### config.mk
export PLATFORM = sky130hd
export DESIGN_NAME = mac_row_feeder
export DESIGN_NICKNAME = d
export VERILOG_FILES = /design/src/rtl/mac_pkg.sv /design/src/rtl/mac_feeder_fifo.sv /design/src/rtl/mac_row_feeder.sv
export SDC_FILE = /design/constraint.sdc
export NUM_CORES = 1
export LEC_CHECK = 0
export ABC_AREA = 1
export CORE_ASPECT_RATIO = 1.25
export CORE_MARGIN = 2
export CORE_UTILIZATION = 56
export CTS_CLUSTER_DIAMETER = 200
export CTS_CLUSTER_SIZE = 25
export DETAILED_ROUTE_END_ITERATION = 6
export GPL_ROUTABILITY_DRIVEN = 1
export GPL_TIMING_DRIVEN = 0
export PLACE_DENSITY = 0.74
export SYNTH_ARGS = -nofsm -noshare
export SYNTH_HDL_FRONTEND = slang
export SYNTH_SLANG_ARGS = --single-unit
### constraint.sdc
create_clock -name clk -period 4.65 [get_ports clk]
set_clock_uncertainty 0.1 [all_clocks]
set_input_delay 0.6975 -clock clk [delete_from_list [all_inputs] [get_ports clk]]
set_output_delay 0.6975 -clock clk [all_outputs]
set_load 0.01 [all_outputs]
### src/rtl/mac_pkg.sv
// -----------------------------------------------------------------------------
// mac_pkg
// Shared types for the BF16 MAC array front end.
//   BF16_W         : width of one BF16 operand
//   bf16_t         : one BF16 operand
//   feeder_state_t : operand feeder control states
// -----------------------------------------------------------------------------
package mac_pkg;

    localparam int BF16_W = 16;

    typedef logic [BF16_W-1:0] bf16_t;

    typedef enum logic [1:0] {
        IDLE   = 2'd0,
        STREAM = 2'd1,
        DRAIN  = 2'd2
    } feeder_state_t;

endpackage

### src/rtl/mac_feeder_fifo.sv
// -----------------------------------------------------------------------------
// mac_feeder_fifo
// Synchronous FIFO with show-ahead read data, used to buffer operand vectors.
// Ports:
//   clk, rst_n : clock, asynchronous active-low reset (pointers and count only)
//   push,wdata : write request and data; ignored while full
//   pop        : read request; ignored while empty
//   rdata      : entry at the head of the FIFO (valid while not empty)
//   full,empty : occupancy flags derived from the registered count
//   count      : number of stored entries (0..DEPTH)
// -----------------------------------------------------------------------------
module mac_feeder_fifo #(
    parameter int WIDTH = 65,
    parameter int DEPTH = 8
) (
    input  logic                     clk,
    input  logic                     rst_n,
    input  logic                     push,
    input  logic [WIDTH-1:0]         wdata,
    input  logic                     pop,
    output logic [WIDTH-1:0]         rdata,
    output logic                     full,
    output logic                     empty,
    output logic [$clog2(DEPTH):0]   count
);

    localparam int AW = $clog2(DEPTH);

    logic [WIDTH-1:0] mem [DEPTH];
    logic [AW-1:0]    wr_ptr;
    logic [AW-1:0]    rd_ptr;
    logic             do_push;
    logic             do_pop;

    assign full    = (count == (AW+1)'(DEPTH));
    assign empty   = (count == '0);
    // A pop while full does not make room for a push in the same cycle.
    assign do_push = push && !full;
    assign do_pop  = pop && !empty;
    assign rdata   = mem[rd_ptr];

    always_ff @(posedge clk) begin
        if (do_push) begin
            mem[wr_ptr] <= wdata;
        end
    end

    always_ff @(posedge clk or negedge rst_n) begin
        if (!rst_n) begin
            wr_ptr <= '0;
            rd_ptr <= '0;
            count  <= '0;
        end else begin
            if (do_push) begin
                wr_ptr <= wr_ptr + AW'(1);
            end
            if (do_pop) begin
                rd_ptr <= rd_ptr + AW'(1);
            end
            case ({do_push, do_pop})
                2'b10:   count <= count + (AW+1)'(1);
                2'b01:   count <= count - (AW+1)'(1);
                default: count <= count;
            endcase
        end
    end

endmodule

### src/rtl/mac_row_feeder.sv
// -----------------------------------------------------------------------------
// mac_row_feeder
// Operand feeder for the BF16 MAC array: buffers ROWS-wide operand vectors in a
// FIFO and drives the array rows with diagonal skew (row r delayed r cycles).
// A vector flagged last ends the tile: pops stop while the skew pipeline
// drains, and done pulses when that vector's row ROWS-1 operand is on op_out.
// Optional feature macro: MAC_FEEDER_STALL_CNT_EN adds the stall_cnt port.
// Ports:
//   clk, rst_n        : clock, asynchronous active-low reset
//   in_valid/in_ready : producer handshake (in_ready = FIFO not full)
//   in_data, in_last  : operand vector (row r at [r*16 +: 16]) and tile end
//   op_out, op_valid  : skewed operands and per-row valids to the array
//   busy              : not IDLE or FIFO holds data
//   done              : one-cycle end-of-tile pulse
//   stall_cnt         : saturating count of STREAM cycles with FIFO empty
// -----------------------------------------------------------------------------
module mac_row_feeder
    import mac_pkg::*;
#(
    parameter int ROWS  = 4,
    parameter int DEPTH = 8
) (
    input  logic                   clk,
    input  logic                   rst_n,
    input  logic                   in_valid,
    output logic                   in_ready,
    input  logic [ROWS*BF16_W-1:0] in_data,
    input  logic                   in_last,
    output logic [ROWS*BF16_W-1:0] op_out,
    output logic [ROWS-1:0]        op_valid,
    output logic                   busy,
    output logic                   done
`ifdef MAC_FEEDER_STALL_CNT_EN
   ,output logic [31:0]            stall_cnt
`endif
);

    localparam int FW = ROWS*BF16_W + 1;
    localparam int CW = $clog2(ROWS) + 1;

    feeder_state_t           state;
    feeder_state_t           state_next;
    logic [CW-1:0]           drain_cnt;
    logic [CW-1:0]           drain_cnt_next;
    logic                    done_next;

    logic [FW-1:0]           fifo_rdata;
    logic                    fifo_full;
    logic                    fifo_empty;
    logic [$clog2(DEPTH):0]  fifo_count;
    logic                    pop;
    logic                    pop_last;
    logic [ROWS*BF16_W-1:0]  pop_data;

    mac_feeder_fifo #(
        .WIDTH (FW),
        .DEPTH (DEPTH)
    ) u_fifo (
        .clk   (clk),
        .rst_n (rst_n),
        .push  (in_valid),
        .wdata ({in_last, in_data}),
        .pop   (pop),
        .rdata (fifo_rdata),
        .full  (fifo_full),
        .empty (fifo_empty),
        .count (fifo_count)
    );

    assign in_ready = !fifo_full;
    assign busy     = (state != IDLE) || (fifo_count != '0);
    assign pop      = !fifo_empty && ((state == IDLE) || (state == STREAM));
    assign pop_last = fifo_rdata[FW-1];
    assign pop_data = fifo_rdata[FW-2:0];

    // Control: state, drain down-counter, registered done
    always_comb begin
        state_next     = state;
        drain_cnt_next = drain_cnt;
        done_next      = 1'b0;
        case (state)
            IDLE: begin
                if (pop) begin
                    state_next     = pop_last ? DRAIN : STREAM;
                    drain_cnt_next = CW'(ROWS-1);
                end
            end
            STREAM: begin
                if (pop && pop_last) begin
                    state_next     = DRAIN;
                    drain_cnt_next = CW'(ROWS-1);
                end
            end
            DRAIN: begin
                // done is registered, so it is raised one cycle ahead of the
                // final drain cycle (count 0) to land on that cycle.
                done_next = (drain_cnt == CW'(1));
                if (drain_cnt == '0) begin
                    state_next = IDLE;
                end else begin
                    drain_cnt_next = drain_cnt - CW'(1);
                end
            end
            default: begin
                state_next = IDLE;
            end
        endcase
    end

    always_ff @(posedge clk or negedge rst_n) begin
        if (!rst_n) begin
            state     <= IDLE;
            drain_cnt <= '0;
            done      <= 1'b0;
        end else begin
            state     <= state_next;
            drain_cnt <= drain_cnt_next;
            done      <= done_next;
        end
    end

    // Skew pipeline: row r owns r+1 stages; stage _p[0] takes the popped
    // element (or a zero bubble), the row output is its last stage.
    for (genvar r = 0; r < ROWS; r++) begin : g_row
        bf16_t skew_dat_p [r+1];
        logic  skew_vld_p [r+1];

        always_ff @(posedge clk or negedge rst_n) begin
            if (!rst_n) begin
                for (int k = 0; k <= r; k++) begin
                    skew_dat_p[k] <= '0;
                    skew_vld_p[k] <= 1'b0;
                end
            end else begin
                skew_dat_p[0] <= pop ? pop_data[r*BF16_W +: BF16_W] : '0;
                skew_vld_p[0] <= pop;
                for (int k = 1; k <= r; k++) begin
                    skew_dat_p[k] <= skew_dat_p[k-1];
                    skew_vld_p[k] <= skew_vld_p[k-1];
                end
            end
        end

        assign op_out[r*BF16_W +: BF16_W] = skew_dat_p[r];
        assign op_valid[r]                = skew_vld_p[r];
    end

`ifdef MAC_FEEDER_STALL_CNT_EN
    function automatic logic [31:0] sat_inc(input logic [31:0] v);
        return (v == 32'hFFFF_FFFF) ? v : v + 32'd1;
    endfunction

    always_ff @(posedge clk or negedge rst_n) begin
        if (!rst_n) begin
            stall_cnt <= '0;
        end else if ((state == STREAM) && fifo_empty) begin
            stall_cnt <= sat_inc(stall_cnt);
        end
    end
`endif

endmodule
==> results of run 1 <==
-- cells in the final DEF (no fill, tap or decap), types with 3 or more instances in the layout --
| cell type | instances |
|---|---|
| clkbuf_16 | 31 |
| clkdlybuf4s50_1 | 137 |
| clkbuf_1 | 81 |
| xnor2_1 | 3 |
| nand3_2 | 4 |
| dfrtp_1 | 180 |
| o21ai_0 | 234 |
| nand2_1 | 42 |
| buf_2 | 19 |
| buf_12 | 15 |
| inv_1 | 19 |
| diode_2 | 3 |
| mux2i_1 | 64 |
| buf_16 | 5 |
| nand3_1 | 9 |
| ha_1 | 8 |
| xor2_1 | 4 |
| nor2_1 | 390 |
| nor2_4 | 9 |
| edfxtp_1 | 520 |
| o22ai_1 | 64 |
| buf_6 | 12 |
| o21ai_1 | 89 |
| nand4_1 | 5 |
| buf_4 | 59 |
-- layout make-up --
cell class | instances | area, um^2
Clock buffer | 57 | 873.3
Fill cell | 3213 | 16040
Antenna cell | 3 | 7.507
Sequential cell | 700 | 20120
Tap cell | 578 | 723.2
Multi-Input combinational cell | 932 | 4701
Buffer | 149 | 922.1
Timing Repair Buffer | 158 | 1814
Inverter | 21 | 81.33
-- stage by stage --
stage | cell area, um^2 | setup WS, ns | std cells | setup TNS [ns]
2_1_floorplan | 25760 | 0.2098 | 1802 | 0
3_3_place_gp | 27870 | -4.621 | 2518 | -2216.18
3_5_place_dp | 28350 | 1.349 | 2537 | 0
4_1_cts | 29230 | 1.660 | 2595 | 0
5_1_grt | 29240 | 1.418 | 2597 | 0
6_report | 29240 | 1.615 | 2598 | 0
-- metal layers --
layer / track usage [%] / vias to the layer above / share of wire (%)
li1: - / 6752 / -
met1: 31.51 / 7524 / 39
met4: 9.648 / 0 / 3.1
met5: 0 / - / 0
met2: 41.42 / 681 / 51
met3: 2.589 / 116 / 6.6
-- final timing paths --
path	from	to	slack (ns)	depth (start not counted)
min in group asynchronous	rst_n	op_out[18]	0.50	2
worst min register to register	g_row[3].skew_dat_p[37]	g_row[3].skew_dat_p[21]	0.25	0
max in group asynchronous	rst_n	g_row[3].skew_dat_p[37]	2.93	3
worst min-delay path	g_row[3].skew_dat_p[37]	g_row[3].skew_dat_p[21]	0.25	0
worst max register to register	u_fifo.count[1]	u_fifo.count[2]	1.61	13
worst max-delay path	u_fifo.count[1]	u_fifo.count[2]	1.61	13
-- what timing repair did --
| item | 4_1_cts | 5_1_grt |
|---|---|---|
| hold endpoints to repair | 65 | 0 |
| buffers inserted | 0 | 0 |
| hold buffers | 1 | 0 |
| gates resized for setup | 0 | 0 |
-- power by group --
part | switching (mW) | total (mW) | leakage (nW) | internal, mW
logic | 4.12 | 6.45 | 3.15 | 2.34
registers | 0.350 | 8.38 | 7.02 | 8.03
clock network | 1.78 | 3.06 | 0.413 | 1.27
total | 6.25 | 17.9 | 10.6 | 11.6
-- flip-flops by register name (all words and copies together), names as in the netlist --
signal and cells:
u_fifo.count 4, op_valid 1, state 2, g_row.skew_vld_p 3
u_fifo.rd_ptr 3, done 1, u_fifo.wr_ptr 3, u_fifo.mem 520
g_row.skew_dat_p 112, op_out 48, drain_cnt 3
-- logic make-up (layout without fill, tap and decap cells) --
logic type	Yosys count	count (layout)	synth area share (%)
flops	700	700	78.09
simple gates	463	463	7.003
compound gates	390	390	7.897
buf+inv	170	385	3.895
mux	64	64	2.487
fa+ha+maj	8	8	0.3885
xor+xnor	7	7	0.2380
other cells	0	3	0
-- critical path, cell delays in order (launching register included) --
cell     delay [ns]
dfrtp_1        0.45
nor2_1         0.11
nand3_2        0.10
inv_2          0.06
nor2_4         0.35
buf_4          0.28
buf_4          0.28
ha_1           0.28
xor2_1         0.27
ha_1           0.20
a21oi_1        0.05
a21oi_1        0.16
o21ai_0        0.12
o21a_1         0.12
==> key figures, run 1 <==
Setup path
  – Req. time, crit path: 5.08 ns
  – Critical Setup Path Class: reg -> reg
  – Maximum fanout along the worst path: 12
  – CP Launch Type: flip-flop
  – Critical path endpoint category: flip-flop
  – WP data arrival: 3.46 ns

Power and ir drop
  – Power Dens Cells: 611.7 nW/um^2
  – Power, Total: 17.89 mW
  – VDD IR-drop max: 0.4052 mV
  – Leak: 10.58 nW

Synth
  – Largest cells by area after synthesis: edfxtp_1 (61%), dfrtp_1 (17%), nor2_1 (5.8%)
  – Sequential share of the synthesized area: 78.09%
  – Syn_nets: 1,878
  – Most common flop cell mapped by yosys: edfxtp_1
  – Post-synth top area cell: edfxtp_1
  – Synth unique cells: 31
  – Number of synthesized flops with an enable pin: 520
  – Most frequent cells after synthesis: edfxtp_1 (520), nor2_1 (398), o21ai_0 (234)
  – Ys async rst share: 25.71%
  – Yosys reg bits: 700
  – Avg Cell Area, Syn: 14.30 um^2
  – Post-synth top area share: 60.61%
  – Yosys warnings: 0
  – Count leader, synth: edfxtp_1
  – Post-synthesis cell count: 1,802
  – Post-Syn Area: 25,760 um^2

STA
  – RSZ-0062 raised after global routing: false
  – Final Hold Viols: 0
  – # setup viols final: 0
  – Max Clock Freq: 0.3294 GHz
  – Least-Margin Pin Slew: 0.8547 ns
  – Final hold slack: 0.2477 ns
  – Final min period: 3.036 ns
  – Max_slew headroom: 42.88%
  – Tcrit/Tclk final: 65.28%
  – Pins Over Slew Limit: 0

Job
  – Max cap viols: 0

Routing
  – Antenna Nets Post-Route: 0
  – DRT iter0 DRCs: 1,876
  – Vias per inst: 5.802
  – Total number of vias: 15,073
  – WL/cell: 21.87 um
  – Pre-Repair DR Iteration Count: 6
  – DRC: 0
  – Total Wirelength: 56.82 mm

Cells and area
  – Final #Nets: 2,069
  – Area Growth Syn to Fin: 13.50%
  – Layout cell share with drive strength beyond 1: 7.883%
  – Finished Core Util: 64.58%

Floorplan
  – Num ports: 139
  – Die Wd: 195.8 um
  – Std-Cell Rows: 87
  – Floorplan Core Area: 45,280 um^2
  – Initial Util: 56.89%
  – Die Area: 47,750 um^2
  – Die height: 243.8 um

Clock network
  – TritonCTS Buffers: 31
  – CTS sink count: 700
  – Max clock buf depth: 3
  – Worst-path clk slew: 0.10 ns
  – Htree depth: 1
  – Root Buffer: clkbuf_16
  – Worst skew pair latency: 0.62 ns
  – TritonCTS clock tree: built

GRT
  – First-pass GRT wire length: 87.10 mm
  – Remaining Overflow, GRT: 0
  – Vias in the first global route: 15,394
  – GRT Total Usage: 24.01%
  – Initial antenna violation count: 3
  – Largest net degree at the start of global routing: 116

Placed design
  – Final HPWL DP: 36.37 mm
  – GPL Wtd Cong: 0.7931
  – I/O Buffers: 138

Outcome
  – Status: completed

Min path
  – Worst hold path type: reg -> reg
(Power assumes the default switching activity.)
==> run 2: changes to the inputs <==
==> constraint.sdc (replaced) <==
create_clock -name clk -period 3.1 [get_ports clk]
set_clock_uncertainty 0.1 [all_clocks]
set_input_delay 0.465 -clock clk [delete_from_list [all_inputs] [get_ports clk]]
set_output_delay 0.465 -clock clk [all_outputs]
set_load 0.01 [all_outputs]
==> key figures, run 2 (same netlist as run 1, synthesis figures left out) <==
Outcome
  – Status: completed

Power and ir drop
  – VDD IR-drop max: 0.6835 mV
  – Gate power share: 35.9%
  – Psw: 9.355 mW
  – Power Dens Cells: 917.9 nW/um^2
  – Clock share of power: 17.2%
  – Sequential Power Share: 46.9%
  – Leak: 10.58 nW
  – P_int: 17.46 mW
  – Switching fraction of total power: 34.88%

Routing
  – DRC: 0
  – Total number of vias: 14,955
  – Total Wirelength: 56.29 mm
  – Antenna Nets Post-Route: 0
  – Pre-Repair DR Iteration Count: 5
  – WL/cell: 21.68 um
  – Vias per inst: 5.759
  – DRT iter0 DRCs: 1,595

GRT
  – Vias in the first global route: 15,117
  – GRT Total Usage: 23.49%
  – Largest net degree at the start of global routing: 92
  – Initial antenna violation count: 1
  – Remaining Overflow, GRT: 0
  – First-pass GRT wire length: 85.60 mm

STA
  – Final min period: 2.887 ns
  – Max Clock Freq: 0.3464 GHz
  – Pins Over Slew Limit: 0
  – Tcrit/Tclk final: 93.13%
  – Least-Margin Pin Slew: 0.9625 ns
  – Final Hold Viols: 0
  – # setup viols final: 0
  – RSZ-0062 raised after global routing: false
  – Max_slew headroom: 35.68%
  – Setup_tns: 0 ns

Clock network
  – Worst-path clk slew: 0.10 ns
  – TritonCTS clock tree: built
  – Worst skew pair latency: 0.62 ns
  – CTS sink count: 700
  – TritonCTS Buffers: 31
  – Root Buffer: clkbuf_16
  – Max clock buf depth: 3
  – Htree depth: 1

Setup path
  – CP Launch Type: flip-flop
  – Reg2Reg Launch Point: u_fifo.count[1]
  – Critical path endpoint category: flip-flop
  – Critical Setup Path Class: reg -> reg
  – Req. time, crit path: 3.33 ns
  – Maximum fanout along the worst path: 25
  – Flop2flop setup slack: 0.21 ns
  – Critical R2R Capture: u_fifo.mem[5][52]
  – WP data arrival: 3.11 ns
  – Reg2reg path depth: 8

Cells and area
  – Flip-flop count of the largest register after layout: 520
  – Reg with most FFs: u_fifo.mem
  – Area Growth Syn to Fin: 13.40%
  – Design area: 29,220 um^2
  – Final #Nets: 2,070
  – Most frequent cells in the layout: edfxtp_1 (520), nor2_1 (390), o21ai_0 (234), dfrtp_1 (180), clkdlybuf4s50_1 (137)
  – Commonest non-fill, non-tap cell in the layout: edfxtp_1
  – Layout cell share with drive strength beyond 1: 7.978%

Placed design
  – GPL Wtd Cong: 0.7846
  – Final HPWL DP: 35.30 mm
  – Post-DP Area: 28,300 um^2
  – I/O Buffers: 138

Min path
  – End point of the worst hold path: g_row[3].skew_dat_p[45]
  – Hold Path Stages: 0
  – Worst hold path type: reg -> reg
  – Hold_sp: g_row[3].skew_dat_p[61]

Floorplan
  – Std-Cell Rows: 87
  – Floorplan Core Area: 45,280 um^2
  – Num ports: 139
  – Die Area: 47,750 um^2
  – Die height: 243.8 um
  – Die Wd: 195.8 um
  – Initial Util: 56.89%

Job
  – Max cap viols: 0
==> run 2: worst max-delay path by stage <==
stage | slack, ns | endpoint | start | cells past startpoint
5_1_grt | 0.003 | u_fifo.mem[5][52] | u_fifo.count[1] | 8
4_1_cts | 0.18 | u_fifo.mem[5][52] | u_fifo.count[1] | 8
3_3_place_gp | -5.95 | g_row[3].skew_dat_p[53] | rst_n | 1
6_report | 0.21 | u_fifo.mem[5][52] | u_fifo.count[1] | 8
2_1_floorplan | -0.20 | u_fifo.mem[4][0] | u_fifo.count[0] | 5
3_5_place_dp | -0.1 | u_fifo.mem[5][49] | in_valid | 7
==> run 2: power by group through the flow <==
stage / Combinational [mW] / Sequential (mW) / Clock [mW]
after floorplan: 5.76 / 12.7 / 0
after global placement: 9.07 / 12.8 / 0
after detailed placement: 9.54 / 12.8 / 0
after CTS: 9.60 / 12.6 / 4.67
after global routing: 10.5 / 12.7 / 4.98
final: 9.64 / 12.6 / 4.61
==> run 2: cell type report <==
type	count	area, um^2
clock inverter	1	8.758
timing repair buffer	159	1789
tap	578	723.2
clock buffer	56	869.6
sequential	700	20120
inverter	21	81.33
fill	3127	16070
buffer	149	922.1
multi-input combinational	932	4701
antenna	1	2.502
==> run 2: critical path, stage by stage (launching register included) <==
cell	delay, ns
dfrtp_1	0.44
nor2_1	0.10
nand3_1	0.12
nand2_1	0.16
inv_1	0.15
nand2_1	0.24
nor2_4	0.74
buf_12	0.30
buf_16	0.20
==> run 2: timing repair <==
| action | 4_1_cts | 5_1_grt |
|---|---|---|
| setup endpoints to repair | 0 | 1 |
| buffers inserted | 0 | 3 |
| endpoints found under the hold margin | 89 | 0 |
| gates resized for setup | 0 | 0 |
| hold buffers | 1 | 0 |
==> run 2: per-layer routing <==
metal / wire [um] / GRT usage (%) / vias up
met3: 4321 / 3.239 / 102
met1: 21770 / 30.69 / 7462
met2: 28690 / 40.62 / 644
met4: 1511 / 8.422 / 0
met5: 0 / 0 / -
li1: - / - / 6747
==> run 2: per-stage QoR <==
stage / total power [mW] / hold slack (ns) / cells / setup slack (ns) / util, %
2_1_floorplan: 18.46 / 0.06941 / 1802 / -0.2046 / -
3_3_place_gp: 21.87 / 0.2313 / 2518 / -5.949 / 61.63
3_5_place_dp: 22.33 / 0.2347 / 2535 / -0.09508 / 62.50
4_1_cts: 26.85 / 0.2528 / 2593 / 0.1763 / 64.46
5_1_grt: 28.17 / 0.2556 / 2596 / 0.003090 / 64.51
6_report: 26.82 / 0.2477 / 2597 / 0.2131 / 64.52
==> run 3: changes to the inputs <==
--- a/config.mk
+++ b/config.mk
@@ -14,7 +14,7 @@
 export DETAILED_ROUTE_END_ITERATION = 6
 export GPL_ROUTABILITY_DRIVEN = 1
 export GPL_TIMING_DRIVEN = 0
-export PLACE_DENSITY = 0.74
+export PLACE_DENSITY = 0.77
 export SYNTH_ARGS = -nofsm -noshare
 export SYNTH_HDL_FRONTEND = slang
 export SYNTH_SLANG_ARGS = --single-unit
==> key figures, run 3 (same netlist as run 1, synthesis figures left out) <==
Outcome
  – Status: completed

Setup path
  – Worst path top cell family by delay: simple AND/OR/NAND/NOR gates
  – Crit-path slowest cell: nor2_4
  – Reg2reg path depth: 9
  – CP peak stage delay: 0.61 ns
  – Critical path endpoint category: flip-flop
  – CP Launch Type: flip-flop
  – CP Cell Sequence: nor2_1, nand3_1, nand2_1, inv_1, nand2_1, nor2_4, buf_16, buf_12, buf_16
  – WP data arrival: 3.12 ns
  – Critical Setup Path Class: reg -> reg
  – Req. time, crit path: 3.33 ns
  – Count of buffer and inverter cells on the critical path: 4
  – Maximum fanout along the worst path: 19
  – Crit path depth: 9

GRT
  – Initial antenna violation count: 5
  – Vias in the first global route: 15,091
  – GRT Total Usage: 23.25%
  – First-pass GRT wire length: 84.65 mm
  – Largest net degree at the start of global routing: 98
  – Remaining Overflow, GRT: 0

Placed design
  – Dpl ws: -0.07481 ns
  – Post-DP Area: 28,370 um^2
  – I/O Buffers: 138
  – Final HPWL DP: 35.71 mm
  – GPL Wtd Cong: 0.7894

Routing
  – Total number of vias: 15,024
  – Antenna Nets Post-Route: 0
  – DRT iter0 DRCs: 1,598
  – Vias per inst: 5.778
  – Pre-Repair DR Iteration Count: 5
  – DRC: 0
  – Total Wirelength: 55.48 mm
  – WL/cell: 21.34 um

Cells and area
  – Area Growth Syn to Fin: 13.64%
  – Finished Core Util: 64.65%
  – Flip-flop count of the largest register after layout: 520
  – Final #Nets: 2,071
  – Reg with most FFs: u_fifo.mem
  – Most frequent cells in the layout: edfxtp_1 (520), nor2_1 (390), o21ai_0 (234), dfrtp_1 (180), clkdlybuf4s50_1 (137)
  – Layout cell share with drive strength beyond 1: 8.024%
  – Commonest non-fill, non-tap cell in the layout: edfxtp_1
  – FILL cells: 3,053
  – Design area: 29,280 um^2

STA
  – Setup_tns: 0 ns
  – Max_slew headroom: 37.68%
  – Final hold slack: 0.2347 ns
  – Max Clock Freq: 0.3452 GHz
  – Tcrit/Tclk final: 93.45%
  – RSZ-0062 raised after global routing: false
  – Least-Margin Pin Slew: 0.9348 ns
  – Final min period: 2.897 ns
  – # setup viols final: 0
  – Pins Over Slew Limit: 0
  – Final setup margin: 0.2030 ns
  – Final Hold Viols: 0

Clock network
  – Worst-path clk slew: 0.10 ns
  – TritonCTS clock tree: built
  – TritonCTS Buffers: 31
  – Htree depth: 1
  – CTS resizes: 0
  – CTS sink count: 700
  – Worst skew pair latency: 0.62 ns
  – Max clock buf depth: 3
  – Root Buffer: clkbuf_16

Power and ir drop
  – Leak: 10.60 nW
  – VDD IR-drop max: 0.5271 mV
  – Power Dens Cells: 915.4 nW/um^2

Floorplan
  – Floorplan Core Area: 45,280 um^2
  – Die height: 243.8 um
  – Die Wd: 195.8 um
  – Num ports: 139
  – Std-Cell Rows: 87
  – Initial Util: 56.89%
  – Die Area: 47,750 um^2

Min path
  – Worst hold path type: reg -> reg
  – Hold Path Stages: 0

Job
  – Max cap viols: 0
run 3: per-layer routing:
metal  up-vias  GRT usage, %  part of all wire, %
li1       6763             -                    -
met1      7444         29.58                   38
met2       701         41.02                   51
met3       112         2.602                  7.2
met4         4         9.358                  3.4
met5         -             0                0.052
run 3: area by class of cell:
type | instances | area (um^2) | area share, %
clock buffer | 56 | 869.6 | 2.970
timing repair buffer | 160 | 1844 | 6.299
inverter | 21 | 81.33 | 0.2778
antenna | 3 | 7.507 | 0.02564
buffer | 149 | 922.1 | 3.150
multi-input combinational | 932 | 4701 | 16.06
tap | 578 | 723.2 | 2.470
sequential | 700 | 20120 | 68.72
clock inverter | 1 | 8.758 | 0.02992
run 3: worst register-to-register path, delay by kind of cell, from the launching register on:
family	cells	cell delay, ns
simple gates	5	1.24
buf+inv	4	0.80
flops	1	0.45
run 3: path summary, 6_finish.rpt:
| path | start | to | slack, ns |
|---|---|---|---|
| max reg2reg | u_fifo.count[0] | u_fifo.mem[1][4] | 0.20 |
| min | g_row[1].skew_dat_p[26] | op_out[26] | 0.23 |
| max | u_fifo.count[0] | u_fifo.mem[1][4] | 0.20 |
| max in group asynchronous | rst_n | g_row[0].skew_dat_p[2] | 1.68 |
| min reg2reg | g_row[1].skew_dat_p[26] | op_out[26] | 0.23 |
| min in group asynchronous | rst_n | op_out[39] | 0.29 |
run 3: metrics by stage:
| step | instances | total power, mW |
|---|---|---|
| 2_1_floorplan | 1802 | 18.46 |
| 4_1_cts | 2595 | 26.81 |
| 6_report | 2600 | 26.80 |
| 5_1_grt | 2599 | 28.19 |
| 3_5_place_dp | 2537 | 22.33 |
| 3_3_place_gp | 2518 | 21.81 |
run 3: where the power goes:
| group | switching [mW] | internal [mW] | leakage (nW) |
|---|---|---|---|
| clock | 2.67 | 1.91 | 0.416 |
| combinational | 6.11 | 3.53 | 3.17 |
| sequential | 0.536 | 12.0 | 7.02 |
run 3: repair_timing:
action,4_1_cts,5_1_grt
hold endpoints to repair,83,0
setup endpoints to repair,0,1
buffers inserted,0,2
hold buffers,1,0
